**src/rtl/uart_pkg.sv**
```systemverilog
`default_nettype none
// ------------------------------------------------------------------
// uart_pkg : shared types and constants for the UART receive controller
// Rev 1.0
// ------------------------------------------------------------------
package uart_pkg;

  typedef enum logic [2:0] {
    RX_RST   = 3'd0,
    RUN      = 3'd1,
    AB_SYNC  = 3'd2,
    AB_MEAS  = 3'd3,
    AB_APPLY = 3'd4
  } rx_ctrl_state_t;

  typedef logic [15:0] baud_div_t;

  localparam int RX_RST_CYCLES = 2;
  localparam int AB_SYNC_EDGES = 4;

  // Eight bit times were measured; divide, clamp to 16 bits, never return 0.
  function automatic baud_div_t ab_divisor(input logic [23:0] cnt);
    logic [20:0] q;
    q = cnt[23:3];
    if (q == 21'd0) return 16'd1;
    if (q > 21'h00FFFF) return 16'hFFFF;
    return q[15:0];
  endfunction

endpackage
`default_nettype wire

```
**src/rtl/uart_rx_fifo.sv**
```systemverilog
`default_nettype none
// ------------------------------------------------------------------
// uart_rx_fifo : synchronous receive FIFO, registered flags, reset-cleared storage
// Rev 1.0
// ------------------------------------------------------------------
module uart_rx_fifo #(
  parameter int DEPTH = 8,
  parameter int WIDTH = 8
) (
  input  logic             clk,
  input  logic             rst,
  input  logic             push,
  input  logic             pop,
  input  logic [WIDTH-1:0] wdata,
  output logic [WIDTH-1:0] rdata,
  output logic             full,
  output logic             empty
);

  localparam int AW = (DEPTH > 1) ? $clog2(DEPTH) : 1;
  localparam logic [AW:0] CNT_FULL = (AW + 1)'(DEPTH);

  logic [WIDTH-1:0] mem [DEPTH];
  logic [AW-1:0]    wr_ptr;
  logic [AW-1:0]    rd_ptr;
  logic [AW:0]      count;
  logic             do_push;
  logic             do_pop;

  assign empty   = (count == '0);
  assign full    = (count == CNT_FULL);
  assign do_pop  = pop && !empty;
  // A pop frees the slot in the same cycle, so a full FIFO still accepts.
  assign do_push = push && (!full || do_pop);
  assign rdata   = mem[rd_ptr];

  always_ff @(posedge clk or posedge rst) begin
    if (rst) begin
      for (int i = 0; i < DEPTH; i++) mem[i] <= '0;
    end else if (do_push) begin
      mem[wr_ptr] <= wdata;
    end
  end

  always_ff @(posedge clk or posedge rst) begin
    if (rst) begin
      wr_ptr <= '0;
      rd_ptr <= '0;
      count  <= '0;
    end else begin
      if (do_push) wr_ptr <= wr_ptr + 1'b1;
      if (do_pop)  rd_ptr <= rd_ptr + 1'b1;
      count <= count + (AW + 1)'(do_push) - (AW + 1)'(do_pop);
    end
  end

endmodule
`default_nettype wire

```
**src/rtl/uart_rx_ctrl.sv**
```systemverilog
`default_nettype none
// ------------------------------------------------------------------
// uart_rx_ctrl : UART receiver control, divisor/reset sequencing, byte FIFO
// Auto-baud measurement is built only with UART_RX_AUTOBAUD_EN defined. Rev 1.0
// ------------------------------------------------------------------
module uart_rx_ctrl
  import uart_pkg::*;
#(
  parameter int          FIFO_DEPTH = 8,
  parameter baud_div_t   RST_BAUD   = 16'd434,
  parameter logic [23:0] AB_TIMEOUT = 24'hFFFFFF
) (
  input  logic        clk,
  input  logic        rst,
  input  logic [15:0] cfg_baud,
  input  logic        cfg_wr,
  input  logic        ab_start,
  output logic        ab_done,
  output logic        ab_err,
  output logic [15:0] rx_baudrate,
  output logic        rx_rst,
  input  logic        rx_line,
  input  logic [7:0]  rx_data,
  input  logic        rx_valid,
  output logic [7:0]  out_data,
  output logic        out_valid,
  input  logic        out_ready,
  output logic        overflow,
  input  logic        ovf_clr,
  output logic        busy
);

  rx_ctrl_state_t state;
  rx_ctrl_state_t state_nxt;
  logic [1:0]     rst_cnt;
  logic           rst_cnt_done;
  baud_div_t      baud;
  logic           cfg_take;
  logic           push_req;
  logic           pop;
  logic           full;
  logic           empty;
  logic           drop;
  logic           ovf;

  assign rst_cnt_done = (rst_cnt == 2'(RX_RST_CYCLES - 1));
  assign cfg_take     = (state == RUN) && cfg_wr && (cfg_baud != 16'd0);
  assign push_req     = rx_valid && (state == RUN);
  assign pop          = out_valid && out_ready;
  assign drop         = push_req && full && !pop;

  assign rx_rst      = (state != RUN);
  assign busy        = (state != RUN);
  assign rx_baudrate = baud;
  assign out_valid   = !empty;
  assign overflow    = ovf;

`ifdef UART_RX_AUTOBAUD_EN
  logic [2:0]  line_sync;
  logic        fall;
  logic        ab_take;
  logic        ab_tmo;
  logic        meas_last;
  logic [23:0] meas_cnt;
  logic [23:0] tmo_cnt;
  logic [1:0]  edge_cnt;
  logic        err;

  // [0],[1] synchronise the line; [2] holds the prior value for edge detect.
  assign fall      = line_sync[2] & ~line_sync[1];
  assign ab_take   = (state == RUN) && ab_start && !cfg_take;
  assign ab_tmo    = (tmo_cnt == AB_TIMEOUT - 24'd1);
  assign meas_last = fall && (edge_cnt == 2'(AB_SYNC_EDGES - 1));
  assign ab_done   = (state == AB_APPLY);
  assign ab_err    = err;

  always_ff @(posedge clk or posedge rst) begin
    if (rst) begin
      line_sync <= 3'b111;
      meas_cnt  <= '0;
      tmo_cnt   <= '0;
      edge_cnt  <= '0;
      err       <= 1'b0;
    end else begin
      line_sync <= {line_sync[1:0], rx_line};
      if (ab_take) begin
        tmo_cnt <= '0;
        err     <= 1'b0;
      end else if (state == AB_SYNC || state == AB_MEAS) begin
        tmo_cnt <= tmo_cnt + 24'd1;
        if (ab_tmo) err <= 1'b1;
      end
      // Counter reads 1 in the first cycle after the start edge, so it
      // holds the exact edge-to-edge cycle distance on the final edge.
      if (state == AB_SYNC) begin
        meas_cnt <= 24'd1;
        edge_cnt <= '0;
      end else if (state == AB_MEAS && !meas_last) begin
        meas_cnt <= meas_cnt + 24'd1;
        if (fall) edge_cnt <= edge_cnt + 2'd1;
      end
    end
  end
`else
  logic unused_ab;
  assign unused_ab = ^{ab_start, rx_line, AB_TIMEOUT};
  assign ab_done   = 1'b0;
  assign ab_err    = 1'b0;
`endif

  always_ff @(posedge clk or posedge rst) begin
    if (rst) state <= RX_RST;
    else     state <= state_nxt;
  end

  always_comb begin
    state_nxt = state;
    unique case (state)
      RX_RST: if (rst_cnt_done) state_nxt = RUN;
      RUN: begin
        if (cfg_take) state_nxt = RX_RST;
`ifdef UART_RX_AUTOBAUD_EN
        else if (ab_take) state_nxt = AB_SYNC;
`endif
      end
`ifdef UART_RX_AUTOBAUD_EN
      AB_SYNC: begin
        if (ab_tmo)    state_nxt = RX_RST;
        else if (fall) state_nxt = AB_MEAS;
      end
      AB_MEAS: begin
        if (ab_tmo)         state_nxt = RX_RST;
        else if (meas_last) state_nxt = AB_APPLY;
      end
      AB_APPLY: state_nxt = RX_RST;
`endif
      default: state_nxt = RX_RST;
    endcase
  end

  always_ff @(posedge clk or posedge rst) begin
    if (rst) begin
      rst_cnt <= '0;
    end else if (state == RX_RST && !rst_cnt_done) begin
      rst_cnt <= rst_cnt + 2'd1;
    end else begin
      rst_cnt <= '0;
    end
  end

  always_ff @(posedge clk or posedge rst) begin
    if (rst) begin
      baud <= RST_BAUD;
    end else if (cfg_take) begin
      baud <= cfg_baud;
`ifdef UART_RX_AUTOBAUD_EN
    end else if (state == AB_APPLY) begin
      baud <= ab_divisor(meas_cnt);
`endif
    end
  end

  // A drop in the same cycle as a clear leaves the flag set.
  always_ff @(posedge clk or posedge rst) begin
    if (rst) ovf <= 1'b0;
    else     ovf <= drop | (ovf & ~ovf_clr);
  end

  uart_rx_fifo #(
    .DEPTH (FIFO_DEPTH),
    .WIDTH (8)
  ) u_fifo (
    .clk   (clk),
    .rst   (rst),
    .push  (push_req),
    .pop   (pop),
    .wdata (rx_data),
    .rdata (out_data),
    .full  (full),
    .empty (empty)
  );

endmodule
`default_nettype wire

```
**config.mk**
```make
export PLATFORM = sky130hd
export DESIGN_NAME = uart_rx_ctrl
export DESIGN_NICKNAME = d
export VERILOG_FILES = /design/src/rtl/uart_pkg.sv /design/src/rtl/uart_rx_fifo.sv /design/src/rtl/uart_rx_ctrl.sv
export SDC_FILE = /design/constraint.sdc
export NUM_CORES = 1
export LEC_CHECK = 0
export ABC_CLOCK_PERIOD_IN_PS = 5950
export CELL_PAD_IN_SITES_DETAIL_PLACEMENT = 0
export CELL_PAD_IN_SITES_GLOBAL_PLACEMENT = 1
export CORE_MARGIN = 4
export CORE_UTILIZATION = 49
export DETAILED_ROUTE_END_ITERATION = 10
export HOLD_SLACK_MARGIN = 0.05
export PLACE_DENSITY_LB_ADDON = 0.05
export SYNTH_ARGS = -nofsm -noshare
export SYNTH_HDL_FRONTEND = slang
export SYNTH_SLANG_ARGS = --single-unit
```
**constraint.sdc**
```tcl
create_clock -name clk -period 5.95 [get_ports clk]
set_input_delay 0.8925 -clock clk [delete_from_list [all_inputs] [get_ports clk]]
set_output_delay 0.8925 -clock clk [all_outputs]
set_load 0.02 [all_outputs]
```
* Yosys cells after proc, flatten, opt, wreduce, memory -nomap -nowiden
Index checks and enable logic that the tools add are counted. Widths: inputs -> output; s select.
Word-level totals: flip-flop bits (word level) 96, word-level logic and storage cells 63
Cells by class: add/subtract/negate cells 5, magnitude comparators 3, equality and inequality tests 6, mux-type cells 10, bitwise gates (word level) 5, reductions and logical operators 19
Operators with widths (count):
- $bwmux 64 | 1
- $bmux 8 s3 | 1
- $demux 8 s3 | 1
- $mux 8 | 3
- $reduce_bool 16->1 | 1
- $logic_and 1x1->1 | 10
- $ge 4x4->1 const B | 2
- $not 3->4 | 2
- $add 3x1->3 const B | 2
- $mux 3 | 2
- $pmux 3 s2 | 1
- $add 4x1->4 | 1
- $eq 4x4->1 const B | 1
- $logic_not 1->1 | 4
- $logic_not 4->1 | 1
- $lt 4x1->1 const B | 1
- $ne 2x2->1 const B | 2
- $sub 4x1->4 | 1
- $eq 3x1->1 const B | 1
- $logic_not 3->1 | 1
- $ne 3x1->1 const B | 1
- $add 2x1->2 const B | 1
- $eq 2x1->1 const B | 1
- $mux 2 | 1
- other kinds (5) | 5

* Depth between registers and ports, before layout
Gate-level depths: netlist (run 1).
word-level depth 8, depth in mapped cells 9, depth with buffers taken out 9

* Hierarchy
Synthesis (run 1) repeated with hierarchy kept, for this count alone.
Second synthesis, totals: cells, all modules 289, area, all modules 4459.3 um^2
By module, submodules not included:
- uart_rx_fifo | times used 1, cells an instance 228, area each 3584.7 um^2, seq. area each 1851.8 um^2
- uart_rx_ctrl | times used 1, cells an instance 61, area each 874.6 um^2, seq. area each 506.7 um^2

* Least setup slack after synthesis (run 1)
Ideal clock, no wire load.
path kind reg-to-output, from register u_fifo.rd_ptr[0], to output port out_data[0], data arrival time 1.724 ns, required time 5.058 ns, setup slack 3.333 ns, cell stages (with the launch flop) 5, path buffers 2, cell sequence dfrtp_1 -> buf_2 -> buf_2 -> mux4_2 -> mux2_2
Between the ends: word-level cells in the longest chain between the ends 4
RTL lines:
- start, declared | line uart_rx_fifo.sv:25 | logic [AW-1:0] rd_ptr;
- start signal, assigned | line uart_rx_fifo.sv:52 | if (do_pop) rd_ptr <= rd_ptr + 1'b1;
- $not 3->4 (implied by the code) | line uart_rx_fifo.sv:35 | assign rdata = mem[rd_ptr];
- $bmux 8 s3 | line uart_rx_fifo.sv:35
- $mux 8 (implied by the code) (2 in a row) | line uart_rx_fifo.sv:35
- end, declared | line uart_rx_ctrl.sv:25 | output logic [7:0] out_data,
Every way passes these cells. The select of a mux whose other input is x is not followed.

* Worst setup path in the final report (run 1)
from register u_fifo.rd_ptr[1], to output port out_data[1]
Same word-level chain as after synthesis.

==> results of run 1 <==
[cell usage after synthesis (2+ instances only)]
cell type | instances | area share (%)
mux2_2 | 90 | 23
ha_1 | 8 | 2.3
buf_4 | 3 | 0.51
nor3_1 | 2 | 0.23
dfrtp_1 | 89 | 51
buf_2 | 9 | 1.0
xnor2_1 | 5 | 1.0
mux4_2 | 16 | 8.2
a2111oi_4 | 3 | 1.9
nand2_1 | 3 | 0.26
o2111ai_2 | 2 | 0.68
nor2_1 | 3 | 0.26
a21oi_1 | 2 | 0.23
dfstp_2 | 5 | 3.0
buf_1 | 2 | 0.17
inv_1 | 12 | 1.0
nor4_1 | 4 | 0.57
[worst max-delay path: cells and delay by family, from the launching register on]
kind / cells / cell delay (ns)
mux: 2 / 0.70
buf+inv: 1 / 0.54
flops: 1 / 0.93
[power by group]
part	internal (uW)	switching [uW]	leakage [uW]
clock	239	217	0.000100
combinational	775	534	0.000938
sequential	957	224	0.00114
[cells in the final DEF, fill, tap and decap left out, types with 4 or more instances in the layout]
| cell type | count |
|---|---|
| nor4_1 | 4 |
| mux2_2 | 90 |
| clkbuf_8 | 9 |
| inv_1 | 11 |
| clkdlybuf4s50_1 | 57 |
| dfstp_2 | 5 |
| mux4_2 | 16 |
| dfrtp_1 | 89 |
| xnor2_1 | 5 |
| ha_1 | 8 |
[sequential cells by signal, summed over array words and instances (netlist names)]
name / cells
u_fifo.rd_ptr: 3
rst_cnt: 2
state: 1
u_fifo.wr_ptr: 3
overflow: 1
u_fifo.count: 4
rx_baudrate: 16
u_fifo.mem: 64
[through the flow]
| step | hold WS [ns] | util [%] | worst slack, ns | cells | area [sq um] |
|---|---|---|---|---|---|
| 4_1_cts | 0.440 | 60.2 | 2.49 | 450 | 5250 |
| 3_5_place_dp | 0.426 | 57.8 | 2.76 | 434 | 5040 |
| 6_report | 0.438 | 60.2 | 2.52 | 450 | 5250 |
| 5_1_grt | 0.466 | 60.2 | 2.41 | 450 | 5250 |
| 2_1_floorplan | 0.408 | - | 2.62 | 282 | 4400 |
| 3_3_place_gp | 0.420 | 57.8 | 2.81 | 434 | 5040 |
[area by class of cell]
cell class / count / area (sq um) / area share [%]
Inverter: 12 / 46.3 / 0.881
Tap cell: 108 / 135 / 2.57
Multi-Input combinational cell: 161 / 1910 / 36.4
Clock buffer: 11 / 131 / 2.50
Timing Repair Buffer: 59 / 586 / 11.1
Sequential cell: 94 / 2360 / 44.9
Clock inverter: 5 / 83.8 / 1.60
[worst max-delay path by stage]
stage,startpoint,to,slack [ns],depth (start not counted)
2_1_floorplan,rst,overflow,2.62,1
3_3_place_gp,out_ready,u_fifo.mem[40],2.81,4
3_5_place_dp,out_ready,u_fifo.mem[62],2.76,4
4_1_cts,u_fifo.rd_ptr[1],out_data[6],2.49,3
5_1_grt,u_fifo.rd_ptr[1],out_data[6],2.41,3
6_report,u_fifo.rd_ptr[1],out_data[1],2.52,3
[per-layer routing]
metal	wire (um)	vias up
li1	-	1143
met1	4010	1281
met2	3920	38
met3	246	9
met4	113	0
met5	0	-
[kinds of logic after synthesis]
logic type	after synthesis
buffers and inverters	27
AOI/OAI and AO/OA	14
DFF	94
and+or+nand+nor	23
adders and majority gates	9
other	1
xor gates and xnor gates	6
muxes	107
==> results by group, run 1 <==
Synthesis
  • Fraction of the mapped netlist area in adder cells: 2.74%
  • Area share of and/or/nand/nor cells after synthesis: 3.48%
  • FFs w/ async S/R, synth: 100%
  • Dominant combinational cell family by area after synthesis: multiplexers
  • FF+latch count, synth: 94
  • Synth Cell Area: 4390 sq um
  • Avg Inst Size Synth: 15.6 sq um
  • Part of the Yosys area used for sequential elements: 53.7%
  • Share of cell area taken by muxes after synthesis: 31.5%
  • Complex-gate fraction of the synthesized area: 4.47%
  • EDFF count, synth: 0
  • XOR/XNOR Fraction of Synth Area: 1.20%
  • Most frequently used flop master after synthesis: dfrtp_1
  • Warning count from the yosys run: 0
  • Unique masters post-synth: 40
  • Synthesized instance count: 281

Die
  • Initial core utilization: 50.4%
  • Total number of placement rows: 34
  • Floorplan core area: 8720 sq um
  • Die Footprint: 10500 sq um
  • Die height: 103 um
  • I/O pin count: 62
  • Die Span X: 103 um

Global routing
  • Met3 Resource Use GR: 3.92%
  • Overflow after GRT: 0
  • Number of global-route vias before repair: 2624
  • Grt peak-use layer: met2
  • Tot GR Track Use: 17.2%
  • Initial antenna violation count: 0
  • First-pass GRT wire length: 13.6 mm
  • Met2 GRT Util: 26.9%
  • Largest net degree at the start of global routing: 69
  • Met1 capacity usage during global routing: 24.2%

STA
  • Pins over their slew limit: 0
  • Slew HR: 35.8%
  • Final count of hold timing violations: 0
  • Setup repair after global routing missed its margin: no
  • Setup violations, final: 0
  • Aggregate negative setup slack: 0 ns
  • Final cycle utilization of the critical path: 57.6%
  • Highest Clock Rate: 292 MHz
  • Min Clock Period, post-route: 3.43 ns
  • Actual slew at the worst max-slew pin: 0.961 ns
  • Max Clock Skew: 0.0157 ns

Worst setup path
  • Worst-path cell chain: mux4_2 -> mux2_2 -> clkdlybuf4s50_1
  • Required time reported for the critical path endpoint: 5.06 ns
  • Worst path max stage delay: 0.93 ns
  • Startpoint class of the critical path: flip-flop
  • Worst Setup End Kind: primary output
  • Critical Path Fanout Max: 18
  • Crit Reg-Reg Startpoint: u_fifo.count[2]
  • Critical path's slowest cell: dfrtp_1
  • CP Class: reg2out
  • Data arrival time of the critical path: 2.54 ns
  • Capturing point of the worst reg2reg path: u_fifo.mem[30]
  • R2r setup slk: 3.55 ns
  • Cells on worst reg2reg path: 5

Power
  • Peak VDD IR: 0.000321 V
  • Leakage power: 0.00218 uW
  • Power Total: 2950 uW
  • Power per cell area: 561 nW/um^2

Final layout
  • Number of filler instances in the final layout: 690
  • Diodes inserted: 0
  • Share of cells above drive strength 1: 41.2%
  • Nets: 378
  • Area Overhead vs Synth: 19.6%

CTS
  • Clk root buf: clkbuf_8
  • Total clock sinks: 94
  • Clock transition at the registers of the reported paths: 0.09 ns
  • Number of buffers created by CTS: 9
  • Clock latency at the later pin of the worst-skew pair: 0.35 ns
  • TritonCTS clock tree: done
  • Clock Path Buffers: 2
  • Number of instances resized during post-cts repair: 0
  • Hold buffer count at CTS: 0
  • Count of H-tree levels built during CTS: 3
  • Postcts setup bufs: 0

Detailed routing
  • Post-DR wirelength/cell: 18.4 um
  • Residual antenna-violating net count after detailed routing: 0
  • Number of optimization iterations in the first detailed-route pass: 4
  • Avg Vias per Cell: 5.49
  • Drt drc: 0
  • Detailed-route via count: 2471
  • Total detailed-routing wirelength: 8.28 mm
  • First-iteration detailed-routing DRC count: 96

Run
  • Number of max-cap violations: 0

Placement
  • Weighted congestion reported at the end of routability-driven placement: 0.730
  • Port buffer count: 57
  • Total half-perimeter wirelength after legalization and detailed placement: 5.39 mm

Worst hold path
  • Tightest Hold Check Type: reg2reg
  • Worst hold path cell count: 1
  • Start point of the worst min-delay path: rst_cnt[0]
  • Hold Crit Endpoint: rst_cnt[0]

Outcome
  • Outcome: finished clean
(Power assumes the default switching activity.)
==> run 2: changes to the inputs <==
Settings changed: ABC_CLOCK_PERIOD_IN_PS 5950 to 3500, CORE_UTILIZATION 49 to 46.
Clock period 5.95 ns to 3.5 ns, I/O delays scaled along.
==> run 2 against run 1 <==
Effect of this change:
- core utilization shrank 3.0 points
- critical path depth increased by 1
- critical path type unchanged
- sequential power rose by 67%
- largest power group unchanged
- wire length increased by 3.6%
- cell count rose by 5.3%
- global-route usage fell by 0.72 points
==> results by group, run 2 (synthesis results as in run 1) <==
Worst setup path
  • R2r setup slk: 1.11 ns (-2.44 ns)
  • Critical path's slowest cell: mux4_2
  • Worst-path cell chain: buf_4 -> mux4_2 -> mux2_2 -> clkdlybuf4s50_1
  • Critical Path Fanout Max: 18 (unchanged)
  • Capturing point of the worst reg2reg path: u_fifo.count[2]
  • Crit-path leading delay family: buffers and inverters
  • Crit Reg-Reg Startpoint: u_fifo.count[2]
  • Worst path max stage delay: 0.56 ns (-0.37 ns)
  • Critical path startpoint: u_fifo.rd_ptr[0]
  • CP Class: reg2out
  • Data arrival time of the critical path: 2.46 ns (-0.08 ns)
  • Worst path bufs/invs: 2 (+1)
  • Required time reported for the critical path endpoint: 2.97 ns (-2.09 ns)
  • Worst path depth: 4 (+1)
  • Cells on worst reg2reg path: 8 (+3)
  • Worst Setup End Kind: primary output
  • Startpoint class of the critical path: flip-flop

STA
  • Pins over their slew limit: 0 (unchanged)
  • Aggregate negative setup slack: 0 ns (unchanged)
  • Highest Clock Rate: 336 MHz
  • Final count of hold timing violations: 0 (unchanged)
  • Slew HR: 35.5% (-0.35 points)
  • Setup violations, final: 0 (unchanged)
  • Setup repair after global routing missed its margin: no
  • Actual slew at the worst max-slew pin: 0.968 ns (+0.00702 ns)
  • Final cycle utilization of the critical path: 85.1%
  • Min Clock Period, post-route: 2.98 ns
  • Max Clock Skew: 0.0103 ns (-0.00535 ns)

Final layout
  • Number of flip-flops in the largest register: 64 (unchanged)
  • Share of cells above drive strength 1: 42.3% (+1.1 points)
  • Diodes inserted: 0 (unchanged)
  • Area of the multi-input gates: 1910 sq um (unchanged)
  • Register with the most flip-flops: u_fifo.mem
  • Leading cell type in the layout, fill and taps excluded: mux2_2
  • Leading cell types in the layout, fill and taps excluded: mux2_2 (90), dfrtp_1 (89), clkdlybuf4s50_1 (57)
  • Area Overhead vs Synth: 21.1%
  • Number of filler instances in the final layout: 817 (+18%)
  • Nets: 382 (+1.1%)
  • Final Instance Area: 5320 sq um (+1.2%)
  • Storage cell area: 2360 sq um (unchanged)

CTS
  • Count of H-tree levels built during CTS: 3 (unchanged)
  • Clock latency at the later pin of the worst-skew pair: 0.35 ns (about the same)
  • Clock transition at the registers of the reported paths: 0.09 ns (about the same)
  • Number of buffers created by CTS: 9 (unchanged)
  • Clk root buf: clkbuf_8
  • Number of instances resized during post-cts repair: 0 (unchanged)
  • TritonCTS clock tree: done
  • Clock Path Buffers: 2 (unchanged)
  • Hold buffer count at CTS: 0 (unchanged)
  • Total clock sinks: 94 (unchanged)
  • Postcts setup bufs: 0 (unchanged)

Worst hold path
  • Start point of the worst min-delay path: rst_cnt[0]
  • Worst hold path cell count: 1 (unchanged)
  • Tightest Hold Check Type: reg2reg
  • Hold Crit Endpoint: rst_cnt[0]

Detailed routing
  • First-iteration detailed-routing DRC count: 44 (-54%)
  • Uppermost routed layer: met4
  • Residual antenna-violating net count after detailed routing: 0 (unchanged)
  • Wire length the detailed router placed on met1: 4.28 mm (+6.7%)
  • Avg Vias per Cell: 5.25 (-4.3%)
  • Post-DR wirelength/cell: 18.1 um (-1.7%)
  • Number of optimization iterations in the first detailed-route pass: 4 (unchanged)
  • Total detailed-routing wirelength: 8.58 mm (+3.6%)
  • DR WL met2: 4.00 mm (+2.2%)
  • Met3 Wirelength: 217 um (-12%)
  • Drt drc: 0 (unchanged)
  • Detailed-route via count: 2490 (+0.77%)

Placement
  • Port buffer count: 57 (unchanged)
  • Cell Area, Placed: 5110 sq um (+1.4%)
  • Weighted congestion reported at the end of routability-driven placement: 0.684 (-6.3%)
  • Total half-perimeter wirelength after legalization and detailed placement: 5.64 mm (+4.5%)

Die
  • Floorplan core area: 9280 sq um (+6.5%)
  • Total number of placement rows: 35 (+2.9%)
  • Die height: 106 um (+3.0%)
  • Die Span X: 106 um (+3.0%)
  • I/O pin count: 62 (unchanged)
  • Initial core utilization: 47.3% (-3.1 points)
  • Die Footprint: 11200 sq um (+6.0%)

Power
  • Share of total power in the clock network: 15.4% (about the same)
  • Leakage power: 0.00221 uW (+1.4%)
  • Power per cell area: 947 nW/um^2 (+69%)
  • P_sw: 1680 uW (+72%)
  • Peak VDD IR: 0.000427 V (+33%)
  • Fraction of power consumed by sequential logic: 39.0% (-1.1 points)
  • Sw frac: 33.4% (+0.27 points)
  • Internal power summed over all cells: 3360 uW (+70%)
  • Relative contribution of combinational cells to total power: 45.6% (+1.1 points)

Global routing
  • Tot GR Track Use: 16.4% (-0.72 points)
  • Number of global-route vias before repair: 2616 (-0.30%)
  • First-pass GRT wire length: 14.2 mm (+4.1%)
  • Initial antenna violation count: 0 (unchanged)
  • Overflow after GRT: 0 (unchanged)
  • Largest net degree at the start of global routing: 49 (-29%)

Outcome
  • Outcome: finished clean

Run
  • Number of max-cap violations: 0 (unchanged)
[run 2: final cells by class]
class | count | area share, %
Clock buffer | 9 | 2.33
Timing Repair Buffer | 63 | 11.8
Clock inverter | 6 | 1.62
Multi-Input combinational cell | 161 | 36.0
Sequential cell | 94 | 44.4
Tap cell | 129 | 3.04
Inverter | 12 | 0.871
[run 2: power by group through the flow]
stage	Clock (uW)	Sequential (uW)	Combinational (uW)
floorplan	0	1960	1580
global placement	0	1970	2290
detailed placement	0	1990	2320
CTS	800	1970	2330
global route	837	2040	2490
finish	774	1970	2300
[run 2: worst max path at each step]
stage | end | slack (ns)
final | out_data[1] | 0.52
after global routing | out_data[1] | 0.41
after CTS | out_data[1] | 0.48
after detailed placement | u_fifo.count[2] | 0.75
after global placement | u_fifo.mem[46] | 0.76
after floorplan | overflow | 0.53
[run 2: metrics by stage]
| stage | setup WS, ns | total power, uW | std cells | util, % | hold slack [ns] |
|---|---|---|---|---|---|
| 2_1_floorplan | 0.535 | 3540 | 282 | - | 0.408 |
| 3_3_place_gp | 0.761 | 4260 | 459 | 55.0 | 0.422 |
| 3_5_place_dp | 0.749 | 4310 | 459 | 55.0 | 0.431 |
| 4_1_cts | 0.482 | 5100 | 474 | 57.3 | 0.449 |
| 5_1_grt | 0.410 | 5360 | 474 | 57.3 | 0.458 |
| 6_report | 0.520 | 5040 | 474 | 57.3 | 0.443 |
[run 2: routing by layer]
metal,vias up,global-route usage [%]
li1,1149,-
met1,1299,24.0
met2,33,25.2
met3,9,2.69
met4,0,5.27
met5,-,0
==> run 3: changes to the inputs <==
Settings changed: CTS_CLUSTER_SIZE from default to 14.
==> results of run 3 <==
Same layout as run 2: the final DEF is identical, and so are final timing and power.
==> RTL edit (config.mk and constraints of run 1) <==
The 5 states of `rx_ctrl_state_t` get a one-hot encoding in 5 bits.
--- a/src/rtl/uart_pkg.sv
+++ b/src/rtl/uart_pkg.sv
@@ -7,8 +7,8 @@
 
-  typedef enum logic [2:0] {
-    RX_RST   = 3'd0,
-    RUN      = 3'd1,
-    AB_SYNC  = 3'd2,
-    AB_MEAS  = 3'd3,
-    AB_APPLY = 3'd4
+  typedef enum logic [4:0] {
+    RX_RST   = 5'b00001,
+    RUN      = 5'b00010,
+    AB_SYNC  = 5'b00100,
+    AB_MEAS  = 5'b01000,
+    AB_APPLY = 5'b10000
   } rx_ctrl_state_t;
Check against the original RTL: no difference found for any inputs over 10 cycles, from zero or initial values and one cycle with rst high; not proved beyond that.
==> RTL edit against run 1 <==
- critical path depth is the same
- design area grew 0.83%
- setup slack gained 0.017 ns
- power shrank 22%
- routed wire length grew 0.27%
- non-clock buffer count grew 1
- count of clock-buffer cells in the layout grew 2
- core utilization shrank 0.085 points
- area after synthesis grew 2.0%
- sequential cell count grew 1
- die area grew 1.8%
- clock power grew 11%
- largest power group is now registers
==> RTL edit: results (changes against run 1) <==
| Metric | Value |
|---|---|
| Core Util, Final | 0.602 (about the same) |
| Hold WS | 0.445 ns (was 0.438 ns) |
| Run status | finished clean (unchanged) |
| Largest net degree at the start of global routing | 61 (was 69) |
| Layout fillers | 716 (was 690) |
| HPWL after DPL | 5150 um (was 5390 um) |
| Total global-route track usage | 0.162 (was 0.172) |
| Clock Power Share | 0.220 (was 0.155) |
| Count of cell types in the netlist | 39 (was 40) |
| Placed Area | 5060 um2 (was 5040 um2) |
| First-pass GRT wire length | 13,700 um (was 13,600 um) |
| Relative slew margins | 0.316 (was 0.358) |
| DR iter-0 viols | 57 (was 96) |
| Fin nets | 377 (was 378) |
| Final Non-Filler Cells | 449 (was 450) |
| Leakage | 2.41 nW (was 2.18 nW) |
| P_clk | 0.505 mW (was 0.456 mW) |
| Register area share after synthesis | 0.533 (was 0.537) |
| Vias in the first global route | 2,701 (was 2,624) |
| Fraction of layout cells with a size suffix above 1 | 0.399 (was 0.412) |
| R2r setup slk | 3.48 ns (was 3.55 ns) |
| F_max | 0.293 GHz (was 0.292 GHz) |
| Switching power | 0.687 mW (was 0.975 mW) |
| WL/cell | 18.5 um (was 18.4 um) |
| Dpl ws | 2.70 ns (was 2.76 ns) |
| Final Skew | 0.00826 ns (was 0.0157 ns) |
| Top cells by count, synth | dfrtp_1, mux2_2, mux2_4 (was mux2_2, dfrtp_1, mux4_2) |
| Flop pwr share | 0.435 (was 0.401) |
[RTL edit: changes by cell type in the layout (fill, tap and decap cells not counted), sizes merged, moves of 2 or more]
cell,delta
clkinvlp,-2
clkbuf,+2
nor2,+3
a2111oi,-3
o2111ai,-2
and4b,+3
a211oi,-2
nor3,-2
inv,-4
[RTL edit: cell families after synthesis]
group,share of synthesized area
adder cells (fa/ha/maj),0.0268
other,0.000837
flip-flops,0.533
AO/OA/AOI/OAI,0.00978
multiplexers,0.329
XOR/XNOR,0.0117
AND/OR/NAND/NOR,0.0461
buffers and inverters,0.0430
[RTL edit: final timing paths]
path,end,cells past startpoint
min in group asynchronous,rx_baudrate[0],2
min,rst_cnt[0],1
max reg2reg,u_fifo.mem[17],6
max,out_data[1],3
max in group asynchronous,u_fifo.mem[46],3
min reg2reg,rst_cnt[0],1
[RTL edit: per-layer routing]
| layer | wire (um) | global-route usage |
|---|---|---|
| met1 | 3830 | 0.205 |
| met2 | 3830 | 0.257 |
| met3 | 497 | 0.0597 |
| met4 | 149 | 0.0560 |
| met5 | 0 | 0 |
[RTL edit: cell type report]
cell class              instances  area share
clock inverters                 3      0.0170
well taps                     108      0.0255
multi-input cells             161       0.361
inverters                       9     0.00661
flip-flops and latches         95       0.450
clock buffers                  13      0.0281
repair buffers                 60       0.112
[RTL edit: worst register-to-register path, delay by kind of cell, from the launching register on]
kind                     cells  cell delay, ns
AND/OR/NAND/NOR              2            0.92
AO/OA/AOI/OAI                1            0.49
buffers and inverters        1            0.06
multiplexers                 1            0.35
flip-flops                   1            0.33
adder cells (fa/ha/maj)      1            0.20
